`config.mk`:
```
export PLATFORM = sky130hd
export DESIGN_NAME = nand_cell_bist_ctrl_flat
export DESIGN_NICKNAME = d
export VERILOG_FILES = /design/src/rtl/nand_cell_bist_ctrl_if.sv /design/src/rtl/nand_cell_bist_ctrl.sv /design/src/flat_wrapper.sv
export SDC_FILE = /design/constraint.sdc
export NUM_CORES = 1
export LEC_CHECK = 0
export BUFFER_PORTS_ARGS = -buffer_cell sky130_fd_sc_hd__buf_2
export CORE_UTILIZATION = 56
export CTS_CLUSTER_SIZE = 14
export DETAILED_ROUTE_END_ITERATION = 6
export GPL_TIMING_DRIVEN = 1
export PLACE_DENSITY = 0.89
export REMOVE_ABC_BUFFERS = 1
export SLEW_MARGIN = 20
export SYNTH_ARGS = -nofsm -noshare
export SYNTH_HDL_FRONTEND = slang
export SYNTH_SLANG_ARGS = --single-unit
```
`constraint.sdc`:
```
create_clock -name clk -period 2.1 [get_ports clk]
set_input_delay 0.42 -clock clk [delete_from_list [all_inputs] [get_ports clk]]
set_output_delay 0.42 -clock clk [all_outputs]
set_load 0.1 [all_outputs]
```
`src/rtl/nand_cell_bist_ctrl_if.sv`:
```
// Control/status bundle between a test controller and the NAND cell BIST sequencer.
// The controller issues start/abort and reads back the run status and results.
interface nand_cell_bist_ctrl_if #(
   parameter int unsigned N_IN  = 2,
   parameter int unsigned CNT_W = 8
);
   logic             start;
   logic             abort;
   logic             busy;
   logic             done;
   logic             pass;
   logic [CNT_W-1:0] fail_cnt;
   logic [N_IN-1:0]  first_fail_vec;
   logic             first_fail_valid;

   modport master (
      output start, abort,
      input  busy, done, pass, fail_cnt, first_fail_vec, first_fail_valid
   );

   modport slave (
      input  start, abort,
      output busy, done, pass, fail_cnt, first_fail_vec, first_fail_valid
   );
endinterface

```
`src/rtl/nand_cell_bist_ctrl.sv`:
```
// Exhaustive BIST sequencer for an N-input NAND cell: walks every input vector, lets it settle,
// then compares the cell output with the ideal NAND value and accumulates the result.
module nand_cell_bist_ctrl #(
   parameter int unsigned N_IN   = 2,
   parameter int unsigned SETTLE = 2,
   parameter int unsigned CNT_W  = 8
) (
   input  logic                 clk,
   input  logic                 rst_n,
   nand_cell_bist_ctrl_if.slave ctl,
   output logic [N_IN-1:0]      dut_a,
   input  logic                 dut_y
);
   localparam int unsigned      SET_W     = $clog2(SETTLE + 1);
   localparam logic [SET_W-1:0] SETTLE_LD = SET_W'(SETTLE);

   typedef enum logic [1:0] {StIdle, StWait, StCheck, StDone} state_e;

   state_e           state_q, state_d;
   logic [N_IN-1:0]  vec_q, vec_d;
   logic [N_IN-1:0]  dut_a_q, dut_a_d;
   logic [SET_W-1:0] cnt_q, cnt_d;
   logic             busy_q, busy_d;
   logic             done_q, done_d;
   logic             pass_q, pass_d;
   logic [CNT_W-1:0] fail_cnt_q, fail_cnt_d;
   logic [N_IN-1:0]  ff_vec_q, ff_vec_d;
   logic             ff_valid_q, ff_valid_d;
   logic             mismatch;

   always_ff @(posedge clk or negedge rst_n) begin
      if (!rst_n) begin
         state_q    <= StIdle;
         vec_q      <= '0;
         dut_a_q    <= '0;
         cnt_q      <= '0;
         busy_q     <= 1'b0;
         done_q     <= 1'b0;
         pass_q     <= 1'b0;
         fail_cnt_q <= '0;
         ff_vec_q   <= '0;
         ff_valid_q <= 1'b0;
      end else begin
         state_q    <= state_d;
         vec_q      <= vec_d;
         dut_a_q    <= dut_a_d;
         cnt_q      <= cnt_d;
         busy_q     <= busy_d;
         done_q     <= done_d;
         pass_q     <= pass_d;
         fail_cnt_q <= fail_cnt_d;
         ff_vec_q   <= ff_vec_d;
         ff_valid_q <= ff_valid_d;
      end
   end

   always_comb begin
      state_d    = state_q;
      vec_d      = vec_q;
      dut_a_d    = dut_a_q;
      cnt_d      = cnt_q;
      busy_d     = busy_q;
      done_d     = 1'b0;
      pass_d     = pass_q;
      fail_cnt_d = fail_cnt_q;
      ff_vec_d   = ff_vec_q;
      ff_valid_d = ff_valid_q;
      // Case inequality so that an X or Z from a broken cell counts as a failure.
      mismatch   = (dut_y !== ~&vec_q);

      unique case (state_q)
         StIdle: begin
            if (ctl.start && !ctl.abort) begin
               vec_d      = '0;
               dut_a_d    = '0;
               cnt_d      = SETTLE_LD;
               busy_d     = 1'b1;
               pass_d     = 1'b0;
               fail_cnt_d = '0;
               ff_valid_d = 1'b0;
               state_d    = StWait;
            end
         end
         StWait: begin
            cnt_d = cnt_q - 1'b1;
            if (cnt_q == SET_W'(1)) begin
               state_d = StCheck;
            end
         end
         StCheck: begin
            if (!ctl.abort) begin
               if (mismatch) begin
                  if (fail_cnt_q != {CNT_W{1'b1}}) begin
                     fail_cnt_d = fail_cnt_q + 1'b1;
                  end
                  if (!ff_valid_q) begin
                     ff_vec_d   = vec_q;
                     ff_valid_d = 1'b1;
                  end
               end
               // The all-ones vector ends the run so the vector counter never wraps.
               if (vec_q != {N_IN{1'b1}}) begin
                  vec_d   = vec_q + N_IN'(1);
                  dut_a_d = vec_q + N_IN'(1);
                  cnt_d   = SETTLE_LD;
                  state_d = StWait;
               end else begin
                  done_d  = 1'b1;
                  pass_d  = (fail_cnt_d == '0);
                  state_d = StDone;
               end
            end
         end
         StDone: begin
            busy_d  = 1'b0;
            dut_a_d = '0;
            state_d = StIdle;
         end
         default: state_d = StIdle;
      endcase

      // Abort overrides everything above; partial counts are kept for inspection.
      if (ctl.abort && (state_q != StIdle)) begin
         state_d    = StIdle;
         busy_d     = 1'b0;
         dut_a_d    = '0;
         done_d     = 1'b0;
         pass_d     = 1'b0;
         vec_d      = vec_q;
         cnt_d      = cnt_q;
         fail_cnt_d = fail_cnt_q;
         ff_vec_d   = ff_vec_q;
         ff_valid_d = ff_valid_q;
      end
   end

   assign dut_a                = dut_a_q;
   assign ctl.busy             = busy_q;
   assign ctl.done             = done_q;
   assign ctl.pass             = pass_q;
   assign ctl.fail_cnt         = fail_cnt_q;
   assign ctl.first_fail_vec   = ff_vec_q;
   assign ctl.first_fail_valid = ff_valid_q;
endmodule
```
`src/flat_wrapper.sv`:
```
// flat-port wrapper written by rule: the top's interface ports become plain ports
module nand_cell_bist_ctrl_flat 
#(
   parameter int unsigned N_IN   = 2,
   parameter int unsigned SETTLE = 2,
   parameter int unsigned CNT_W  = 8
)
  (clk, rst_n, dut_a, dut_y, ctl_start, ctl_abort, ctl_busy, ctl_done, ctl_pass, ctl_fail_cnt, ctl_first_fail_vec, ctl_first_fail_valid);
  nand_cell_bist_ctrl_if #(.N_IN(N_IN), .CNT_W(CNT_W)) ctl_i ();
  input  logic clk;
  input  logic rst_n;
  output logic [N_IN-1:0] dut_a;
  input  logic dut_y;
  input wire logic [$bits(ctl_i.start)-1:0] ctl_start;
  input wire logic [$bits(ctl_i.abort)-1:0] ctl_abort;
  output wire logic [$bits(ctl_i.busy)-1:0] ctl_busy;
  output wire logic [$bits(ctl_i.done)-1:0] ctl_done;
  output wire logic [$bits(ctl_i.pass)-1:0] ctl_pass;
  output wire logic [$bits(ctl_i.fail_cnt)-1:0] ctl_fail_cnt;
  output wire logic [$bits(ctl_i.first_fail_vec)-1:0] ctl_first_fail_vec;
  output wire logic [$bits(ctl_i.first_fail_valid)-1:0] ctl_first_fail_valid;
  assign ctl_i.start = ctl_start;
  assign ctl_i.abort = ctl_abort;
  assign ctl_busy = ctl_i.busy;
  assign ctl_done = ctl_i.done;
  assign ctl_pass = ctl_i.pass;
  assign ctl_fail_cnt = ctl_i.fail_cnt;
  assign ctl_first_fail_vec = ctl_i.first_fail_vec;
  assign ctl_first_fail_valid = ctl_i.first_fail_valid;
  nand_cell_bist_ctrl #(.N_IN(N_IN), .SETTLE(SETTLE), .CNT_W(CNT_W)) u_core (.clk(clk), .rst_n(rst_n), .ctl(ctl_i), .dut_a(dut_a), .dut_y(dut_y));
endmodule
```
==> results of run 1 <==
worst max-delay path by stage:
stage / slack (ns) / endpoint / cells after the start
after floorplan: -0.39 / u_core.ctl.pass$_DFFE_PN0P_ / 6
after global placement: 0.16 / u_core.ctl.pass$_DFFE_PN0P_ / 6
after detailed placement: 0.04 / u_core.ctl.pass$_DFFE_PN0P_ / 6
after CTS: 0.001 / u_core.ctl.pass$_DFFE_PN0P_ / 6
after global routing: -0.04 / u_core.ctl.pass$_DFFE_PN0P_ / 6
final: 0.12 / u_core.ctl.pass$_DFFE_PN0P_ / 6
worst reg2reg max path, stage by stage (launching register included):
cell and delay, ns:
dfrtp_1 0.47, ha_1 0.23, nand3_1 0.13, nor3_2 0.30, mux2i_1 0.27, o2111ai_1 0.16
o41ai_2 0.33
per-stage QoR:
step           std cells  util, %  worst slack (ns)  instance area, um2  setup TNS [ns]
2_1_floorplan        157        -            -0.391                1400          -0.444
3_3_place_gp         217     65.5             0.158                1610               0
3_5_place_dp         217     65.5            0.0366                1610               0
4_1_cts              221     67.0           0.00123                1640               0
5_1_grt              221     68.2           -0.0358                1680         -0.0358
6_report             221     68.2             0.123                1680               0
synth_stat cells, types with 4 or more instances:
library cell / n
dfrtp_1: 22
nand2_1: 19
nor2_1: 13
o21ai_1: 11
a21oi_1: 10
inv_1: 10
ha_1: 8
o21ai_0: 7
clkbuf_1: 6
nand3_1: 6
nor3_1: 5
mux2_1: 4
nand2b_1: 4
layout make-up:
| class | count | area (um2) | share of cell area, % |
|---|---|---|---|
| well taps | 30 | 37.5 | 2.24 |
| repair buffers | 30 | 175 | 10.5 |
| clock buffers | 4 | 36.3 | 2.17 |
| multi-input cells | 125 | 837 | 50.0 |
| flip-flops and latches | 22 | 552 | 32.9 |
| inverters | 10 | 37.5 | 2.24 |
registers in the layout, summed over array words and instances, names as in the netlist:
name,count
u_core.cnt_q,2
u_core.state_q,2
u_core.vec_q,2
u_core.ctl.pass,1
u_core.ctl.fail_cnt,8
u_core.ctl.busy,1
u_core.dut_a,2
u_core.ctl.first_fail_valid,1
u_core.ctl.done,1
u_core.ctl.first_fail_vec,2
per-layer routing:
metal,vias to the layer above,GRT usage (%),share of wire (%)
li1,643,-,-
met1,630,33.9,43
met2,68,43.9,49
met3,11,4.93,5.1
met4,0,17.5,2.8
met5,-,0,0
power groups by stage:
stage / Sequential, mW / Clock (mW) / Combinational [mW]
5_1_grt: 0.588 / 0.257 / 1.12
4_1_cts: 0.575 / 0.240 / 1.00
3_5_place_dp: 0.584 / 0 / 0.998
2_1_floorplan: 0.865 / 0 / 0.470
6_report: 0.579 / 0.233 / 1.02
3_3_place_gp: 0.576 / 0 / 0.962
cells by family after synthesis:
group / Yosys count / synth area share (%)
adders and majority gates: 8 / 6.93
and+or+nand+nor: 59 / 19.6
muxes: 7 / 5.19
AOI/OAI and AO/OA: 49 / 22.4
xor gates and xnor gates: 2 / 1.73
buffers and inverters: 19 / 6.06
DFF: 22 / 38.1
repair_timing:
| item | 4_1_cts | 5_1_grt |
|---|---|---|
| resized for setup | 0 | 7 |
| buffers inserted | 0 | 0 |
| endpoints found under the setup margin | 0 | 4 |
==> metrics.md, run 1 <==
| Metric | Value |
|---|---|
| Min Hold Slack | `0.0519 ns` |
| H-tree Lvls | `1` |
| Vias/cell | `6.12` |
| CP arrival | `2.19 ns` |
| Largest net degree at the start of global routing | `23` |
| Switching Share | `49.1%` |
| Top cells by area, synth | `dfrtp_1, ha_1, nand2_1` |
| PwrDens | `~1100 nW/um2` |
| Critical path class | `register to register` |
| Cells on worst reg2reg path | `6` |
| Synth cell types | `41` |
| Internal Pwr Total | `around 0.93 mW` |
| Cell Rows | `18` |
| Vias | `1352` |
| Worst Setup SP | `u_core.ctl.fail_cnt[1]$_DFFE_PN0P_` |
| Synthesized area per cell | `8.71 um2` |
| Synth Warn # | `0` |
| Post-route DRC | `0` |
| Peak VDD IR | `0.982 mV` |
| Clock root buffer | `clkbuf_4` |
| Seq/Total Area, Yosys | `between 30% and 40%` |
| Total iterations of the first detailed-routing run | `4` |
| Fin nets | `205` |
| Filler Cell Count | `180` |
| Req. time, crit path | `between 2 and 2.5 ns` |
| Clock power share | `12.8%` |
| Fmax | `0.506 GHz` |
| Crit path max fanout | `7` |
| CTS tree | `done` |
| Ys async rst share | `100%` |
| Initial antenna violation count | `0` |
| Synth Register Bits | `22` |
| CP max stage delay | `0.47 ns` |
| Final Hold Viols | `0` |
| Post-route ant nets | `0` |
| Final cycle utilization of the critical path | `94.1%` |
| Comb pwr share | `55.6%` |
| Layout cell share with drive strength beyond 1 | `between 20 and 25%` |
| First DRT Iteration DRCs | `60` |
| Slew of the pin with the lowest slew margin | `0.493 ns` |
| Fin crit period | `1.98 ns` |
| Worst-path cell chain | `ha_1, nand3_1, nor3_2, mux2i_1, o2111ai_1, o41ai_2` |
| Total Die Area | `2790 um2` |
| Post-synth top area share | `38.1%` |
| First-pass GRT wire length | `about 5500 um` |
| CP Launch Type | `register` |
| Most common cell after layout, fill and taps aside | `dfrtp_1` |
| Max Cap Viol | `0` |
| Sequential share of power | `31.7%` |
| Switching power | `0.898 mW` |
| Die width | `roughly 53 um` |
| Most frequent cells in the layout | `dfrtp_1, buf_2, nand2_1` |
| Slew margin rel. | `67.1%` |
| Worst r2r src | `u_core.ctl.fail_cnt[1]$_DFFE_PN0P_` |
| Number of hold buffers added after CTS | `0` |
| CTS sink cnt | `22` |
| Post-synth EDFFs | `0` |
| Post-DP HPWL | `around 2500 um` |
| Synth Cell Area | `1450 um2` |
| Gpl congestion | `0.908` |
| Port Buf Inserts | `20` |
| CP max stage cell | `dfrtp_1` |
| Outcome | `completed` |
| Syn-to-layout area delta | `15.9%` |
| Flop2flop setup slack | `around 0.12 ns` |
| Count of final setup violators | `0` |
| WL final | `3310 um` |
| Skew-Pair Late Insertion Delay | `0.31 ns` |
| Top Ports | `21` |
| Vias in the first global route | `1310` |
| DIE HEIGHT | `about 53 um` |
| Clock tree buffer depth | `2` |
| Min-Delay Path Class | `input pin to asynchronous set/reset pin` |
| Synth Instances | `166` |
| Worst reg2reg path endpoint | `u_core.ctl.pass$_DFFE_PN0P_` |
| Setup crit end kind | `register` |
| Worst Skew | `0.00259 ns` |
| Main synth FF type | `dfrtp_1` |
| Starting Density | `58.9%` |
| Core area | `2450 um2` |
| Leak pwr | `0.787 nW` |
| CP delay by family, top | `compound AO/OA/AOI/OAI gates` |
| Final slew viol count | `0` |
| Tot GR Track Use | `between 20% and 30%` |
| WP buf/inv | `0` |
| # diodes | `0` |
| Cts bufs inserted | `3` |
| Clock-pin slew of the registers on the worst-case setup and hold paths | `~0.12 ns` |
| Yosys top cell by area | `dfrtp_1` |
| Grt ovf | `0` |
| Total power | `around 1.8 mW` |
| Routed len/inst | `15.0 um` |
Power figures use the tool's default switching activity.
==> run 2, diff against run 1 <==
--- a/config.mk
+++ b/config.mk
@@ -6,11 +6,11 @@
 export NUM_CORES = 1
 export LEC_CHECK = 0
 export BUFFER_PORTS_ARGS = -buffer_cell sky130_fd_sc_hd__buf_2
-export CORE_UTILIZATION = 56
-export CTS_CLUSTER_SIZE = 14
+export CORE_UTILIZATION = 54
+export CTS_CLUSTER_SIZE = 16
 export DETAILED_ROUTE_END_ITERATION = 6
 export GPL_TIMING_DRIVEN = 1
-export PLACE_DENSITY = 0.89
+export PLACE_DENSITY = 0.87
 export REMOVE_ABC_BUFFERS = 1
 export SLEW_MARGIN = 20
 export SYNTH_ARGS = -nofsm -noshare
==> run 2 against run 1 <==
Utilization fell by 1.1 points. Cell count grew 0.45%. Non-clock buffer count up 1. Combinational power about the same. Sequential power about the same. Total power rose by 1.5%. Clock skew fell by 0.0017 ns. Global-route usage is 0.32 points higher. Final area grew 0.15%. Via count is 2.0% higher. Largest cell class unchanged. Highest routed layer unchanged.
==> metrics.md, run 2 (same netlist as run 1, synthesis figures left out) <==
| Metric | Value |
|---|---|
| Outcome | `completed` |
| Core area | `2500 um2` |
| Die width | `approximately 54 um` |
| Most common cell after layout, fill and taps aside | `dfrtp_1` |
| Starting Density | `57.8%` |
| Leak pwr | `0.793 nW` |
| PwrDens | `roughly 1100 nW/um2` |
| Post-route DRC | `0` |
| Largest net degree at the start of global routing | `23` |
| Cts bufs inserted | `3` |
| Post-route ant nets | `0` |
| # diodes | `0` |
| Slew margin rel. | `66.2%` |
| Grt ovf | `0` |
| Clock-pin slew of the registers on the worst-case setup and hold paths | `0.13 ns` |
| Layout cell share with drive strength beyond 1 | `21.9%` |
| CP Launch Type | `register` |
| First DRT Iteration DRCs | `73` |
| Number of hold buffers added after CTS | `0` |
| Initial antenna violation count | `0` |
| CP max stage delay | `0.43 ns` |
| Flop2flop setup slack | `between 0.15 and 0.2 ns` |
| Worst Skew | `0.000928 ns` |
| Crit path max fanout | `4` |
| Unrepaired setup endpoints after global routing | `false` |
| Fin crit period | `1.95 ns` |
| Finished Layout Cells | `222` |
| Req. time, crit path | `~2.3 ns` |
| Final cycle utilization of the critical path | `92.7%` |
| Clock root buffer | `clkbuf_4` |
| Peak VDD IR | `1.16 mV` |
| H-tree Lvls | `1` |
| Post-DP HPWL | `2500 um` |
| Setup crit end kind | `register` |
| Fin nets | `206` |
| Post-Place Cells | `218` |
| Clock tree buffer depth | `2` |
| Gpl congestion | `0.964` |
| CTS sink cnt | `22` |
| Final Hold Viols | `0` |
| Count of final setup violators | `0` |
| Tot GR Track Use | `approximately 28%` |
| Skew-Pair Late Insertion Delay | `0.33 ns` |
| Port Buf Inserts | `20` |
| Max reg flops | `8` |
| CTS tree | `done` |
| Syn-to-layout area delta | `16.1%` |
| First-pass GRT wire length | `5750 um` |
| DIE HEIGHT | `53.7 um` |
| Setup Slack @ Placement | `0.0601 ns` |
| Total Die Area | `2890 um2` |
| Total iterations of the first detailed-routing run | `5` |
| Min Hold Slack | `0.0400 ns` |
| Final slew viol count | `0` |
| Critical path class | `register to register` |
| Min-Delay Path Class | `input pin to asynchronous set/reset pin` |
| Top Ports | `21` |
| Most frequent cells in the layout | `dfrtp_1, buf_2, nand2_1` |
| Setup ws final | `0.154 ns` |
| Cell Rows | `18` |
| Routed len/inst | `approximately 16 um` |
| Max Cap Viol | `0` |
| Fmax | `0.514 GHz` |
| WL final | `3440 um` |
| Vias | `approximately 1.4k` |
| CP max stage cell | `dfrtp_1` |
| Vias/cell | `6.21` |
| Vias in the first global route | `1342` |
| CP arrival | `2.19 ns` |
| Worst-path cell chain | `ha_2, xnor2_1, or3_1, a311oi_1, a21oi_1, o41ai_2` |
| Slew of the pin with the lowest slew margin | `0.507 ns` |
==> run 2: cell count changes in the layout (fill, tap and decap cells not counted) <==
| cell | change |
|---|---|
| dfrtp_1 | +1 |
| a311oi_1 | +1 |
| nor2b_2 | +1 |
| buf_4 | +1 |
| dfrtp_2 | -1 |
| a311oi_2 | -1 |
| nor2b_1 | -1 |
==> run 2: critical path, delay by kind of cell (launching register included) <==
kind | cells | cell delay (ns)
AO/OA/AOI/OAI | 3 | 0.71
flip-flops | 1 | 0.43
AND/OR/NAND/NOR | 1 | 0.32
adder cells (fa/ha/maj) | 1 | 0.24
XOR/XNOR | 1 | 0.16
==> run 2: area by class of cell <==
| cell class | instances | area [um2] |
|---|---|---|
| clock buffers | 4 | 36.3 |
| fillers | 184 | 822 |
| inverters | 10 | 37.5 |
| multi-input cells | 125 | 833 |
| flip-flops and latches | 22 | 551 |
| well taps | 30 | 37.5 |
| repair buffers | 31 | 183 |
==> run 2: where the power goes <==
group          total, mW  leakage (nW)  switching (mW)  internal [mW]
clock              0.250        0.0210           0.144          0.106
sequential         0.577         0.297          0.0684          0.509
combinational       1.03         0.475           0.712          0.316
total               1.86         0.793           0.924          0.931
==> run 2: routing by layer <==
metal,global-route usage [%],vias to the layer above,share of wire [%]
met2,43.2,64,47
li1,-,647,-
met4,17.5,0,2.5
met3,4.52,13,6.1
met5,0,-,0
met1,35.8,655,44
==> run 2: worst paths after layout <==
check                                            start                                  to  depth (start not counted)
min in group clk           u_core.ctl.pass$_DFFE_PN0P_         u_core.ctl.pass$_DFFE_PN0P_                          2
max in group asynchronous                        rst_n       u_core.state_q[1]$_DFFE_PN0P_                          1
setup reg to reg           u_core.vec_q[1]$_DFFE_PN0P_         u_core.ctl.pass$_DFFE_PN0P_                          6
setup / recovery           u_core.vec_q[1]$_DFFE_PN0P_         u_core.ctl.pass$_DFFE_PN0P_                          6
hold reg to reg            u_core.ctl.pass$_DFFE_PN0P_         u_core.ctl.pass$_DFFE_PN0P_                          2
hold / removal                                   rst_n  u_core.ctl.fail_cnt[7]$_DFFE_PN0P_                          1
==> run 2: repair_timing <==
action / 4_1_cts / 5_1_grt
resized for setup: 0 / 6
buffers inserted: 0 / 0
setup endpoints to repair: 0 / 6
endpoints found under the hold margin: 0 / 0
==> run 2: through the flow <==
stage,util [%],power [mW],cell area (um2),setup TNS (ns)
6_report,67.1,1.86,1680,0
5_1_grt,67.1,1.98,1680,0
4_1_cts,66.1,1.84,1650,0
3_5_place_dp,64.6,1.59,1620,0
3_3_place_gp,64.6,1.54,1620,0
2_1_floorplan,-,1.34,1400,-0.444
==> run 3, diff against run 2 <==
--- a/config.mk
+++ b/config.mk
@@ -10,7 +10,8 @@
 export CTS_CLUSTER_SIZE = 16
 export DETAILED_ROUTE_END_ITERATION = 6
 export GPL_TIMING_DRIVEN = 1
-export PLACE_DENSITY = 0.87
+export HOLD_SLACK_MARGIN = 0.1
+export PLACE_DENSITY_LB_ADDON = 0.05
 export REMOVE_ABC_BUFFERS = 1
 export SLEW_MARGIN = 20
 export SYNTH_ARGS = -nofsm -noshare
==> run 3 against run 2 <==
Clock power increased by 32%. Die area unchanged. Sequential power decreased by 2%. Critical path type unchanged. Highest routed layer unchanged.
==> metrics.md, run 3 (same netlist as run 1, synthesis figures left out) <==
| Metric | Value |
|---|---|
| Outcome | `completed` |
| Most frequent cells in the layout | `dfrtp_1, buf_2, nand2_1` |
| Switching Share | `46.8%` |
| Vias/cell | `5.90` |
| Total power | `between 1.5 and 2 mW` |
| CTS sink cnt | `22` |
| Gpl congestion | `0.937` |
| Total iterations of the first detailed-routing run | `4` |
| Unrepaired setup endpoints after global routing | `false` |
| Crit path max fanout | `5` |
| Clock power share | `17.3%` |
| Post-Place Cells | `219` |
| PwrDens | `1120 nW/um2` |
| Tot GR Track Use | `25.3%` |
| Fin nets | `208` |
| Max Cap Viol | `0` |
| Cell Rows | `18` |
| Internal Pwr Total | `1.02 mW` |
| First-pass GRT wire length | `5260 um` |
| Die width | `between 50 and 60 um` |
| Syn-to-layout area delta | `18.1%` |
| Routed len/inst | `15.0 um` |
| Worst Skew | `approximately 0.011 ns` |
| Layout cell share with drive strength beyond 1 | `21.6%` |
| Final core utilization | `between 60% and 70%` |
| Initial antenna violation count | `0` |
| Starting Density | `57.8%` |
| Count of final setup violators | `0` |
| Post-route ant nets | `0` |
| Clock-pin slew of the registers on the worst-case setup and hold paths | `0.14 ns` |
| Largest net degree at the start of global routing | `23` |
| Final slew viol count | `0` |
| Vias | `about 1.3k` |
| First DRT Iteration DRCs | `21` |
| Final cycle utilization of the critical path | `93.1%` |
| DIE HEIGHT | `53.7 um` |
| Core area | `around 2500 um2` |
| Final Hold Viols | `0` |
| Min-Delay Path Class | `register to register` |
| Skew-Pair Late Insertion Delay | `0.32 ns` |
| WL final | `approximately 3400 um` |
| Comb pwr share | `53.2%` |
| Top Ports | `21` |
| H-tree Lvls | `1` |
| Switching power | `0.895 mW` |
| Max reg flops | `8` |
| Total Die Area | `2890 um2` |
| Sequential share of power | `29.5%` |
| CP arrival | `approximately 2.2 ns` |
| Finished Layout Cells | `~220` |
| Port Buf Inserts | `20` |
| Post-route DRC | `0` |
| Post-CTS setup buffer count | `0` |
| Slew margin rel. | `67.5%` |
| # diodes | `0` |
| Setup ws final | `0.146 ns` |
| Grt ovf | `0` |
| Post-DP HPWL | `2530 um` |
| Post-route setup TNS | `0 ns` |
| Fin crit period | `1.95 ns` |
| Most common cell after layout, fill and taps aside | `dfrtp_1` |
| Setup Slack @ Placement | `0.0670 ns` |
| Clock tree buffer depth | `2` |
| DP Area | `1620 um2` |
| Setup crit end kind | `register` |
| Clock root buffer | `clkbuf_4` |
| Vias in the first global route | `1150` |
| CTS tree | `done` |
| Final instance area | `1710 um2` |
| Cts bufs inserted | `3` |
| Critical path class | `register to register` |
| Leak pwr | `0.808 nW` |
| Peak VDD IR | `1.11 mV` |
| Req. time, crit path | `2.31 ns` |
| CP Launch Type | `register` |
| Min Hold Slack | `0.499 ns` |
| Fmax | `between 0.5 and 0.6 GHz` |
| Slew of the pin with the lowest slew margin | `0.488 ns` |
run 3: final cells by class:
class                           instances  area (um2)
Clock buffer                            3        22.5
Clock inverter                          1        30.0
Fill cell                             219         793
Inverter                               10        37.5
Multi-Input combinational cell        125         828
Sequential cell                        22         551
Tap cell                               30        37.5
Timing Repair Buffer                   33         200
run 3: routing by layer:
| layer | routed length, um | GRT usage, % | part of all wire (%) | vias up |
|---|---|---|---|---|
| met5 | 0 | 0 | 0 | - |
| met3 | 128 | 4.24 | 3.8 | 3 |
| met2 | 1530 | 40.1 | 46 | 30 |
| met1 | 1680 | 36.1 | 50 | 638 |
| met4 | 12 | 4.82 | 0.36 | 0 |
| li1 | - | - | - | 650 |
run 3: critical path, stage by stage, from the launching register on:
cell,delay [ns]
dfrtp_1,0.43
inv_1,0.11
ha_1,0.25
nor2b_2,0.20
a2111oi_1,0.36
buf_4,0.19
mux2_1,0.30
run 3: timing repair:
item,CTS,global route
gates resized for setup,0,4
hold buffers,1,0
endpoints found under the hold margin,22,0
endpoints found under the setup margin,0,3
run 3: power groups by stage:
stage	Clock [mW]	Sequential, mW	Combinational [mW]
finish	0.331	0.564	1.02
global route	0.350	0.575	1.12
CTS	0.333	0.565	1.01
detailed placement	0	0.574	1.01
global placement	0	0.568	0.994
floorplan	0	0.865	0.470
run 3: final timing paths:
kind / startpoint / endpoint / slack [ns] / cells past startpoint
setup / recovery: u_core.state_q[1]$_DFFE_PN0P_ / u_core.cnt_q[0]$_DFFE_PN0P_ / 0.15 / 6
hold / removal: u_core.dut_a[0]$_DFFE_PN0P_ / u_core.dut_a[0]$_DFFE_PN0P_ / 0.50 / 2
max in group asynchronous: rst_n / u_core.cnt_q[1]$_DFFE_PN0P_ / 1.18 / 2
min in group asynchronous: rst_n / u_core.ctl.first_fail_vec[0]$_DFFE_PN0P_ / 0.57 / 2
hold reg to reg: u_core.dut_a[0]$_DFFE_PN0P_ / u_core.dut_a[0]$_DFFE_PN0P_ / 0.50 / 2
setup reg to reg: u_core.state_q[1]$_DFFE_PN0P_ / u_core.cnt_q[0]$_DFFE_PN0P_ / 0.15 / 6
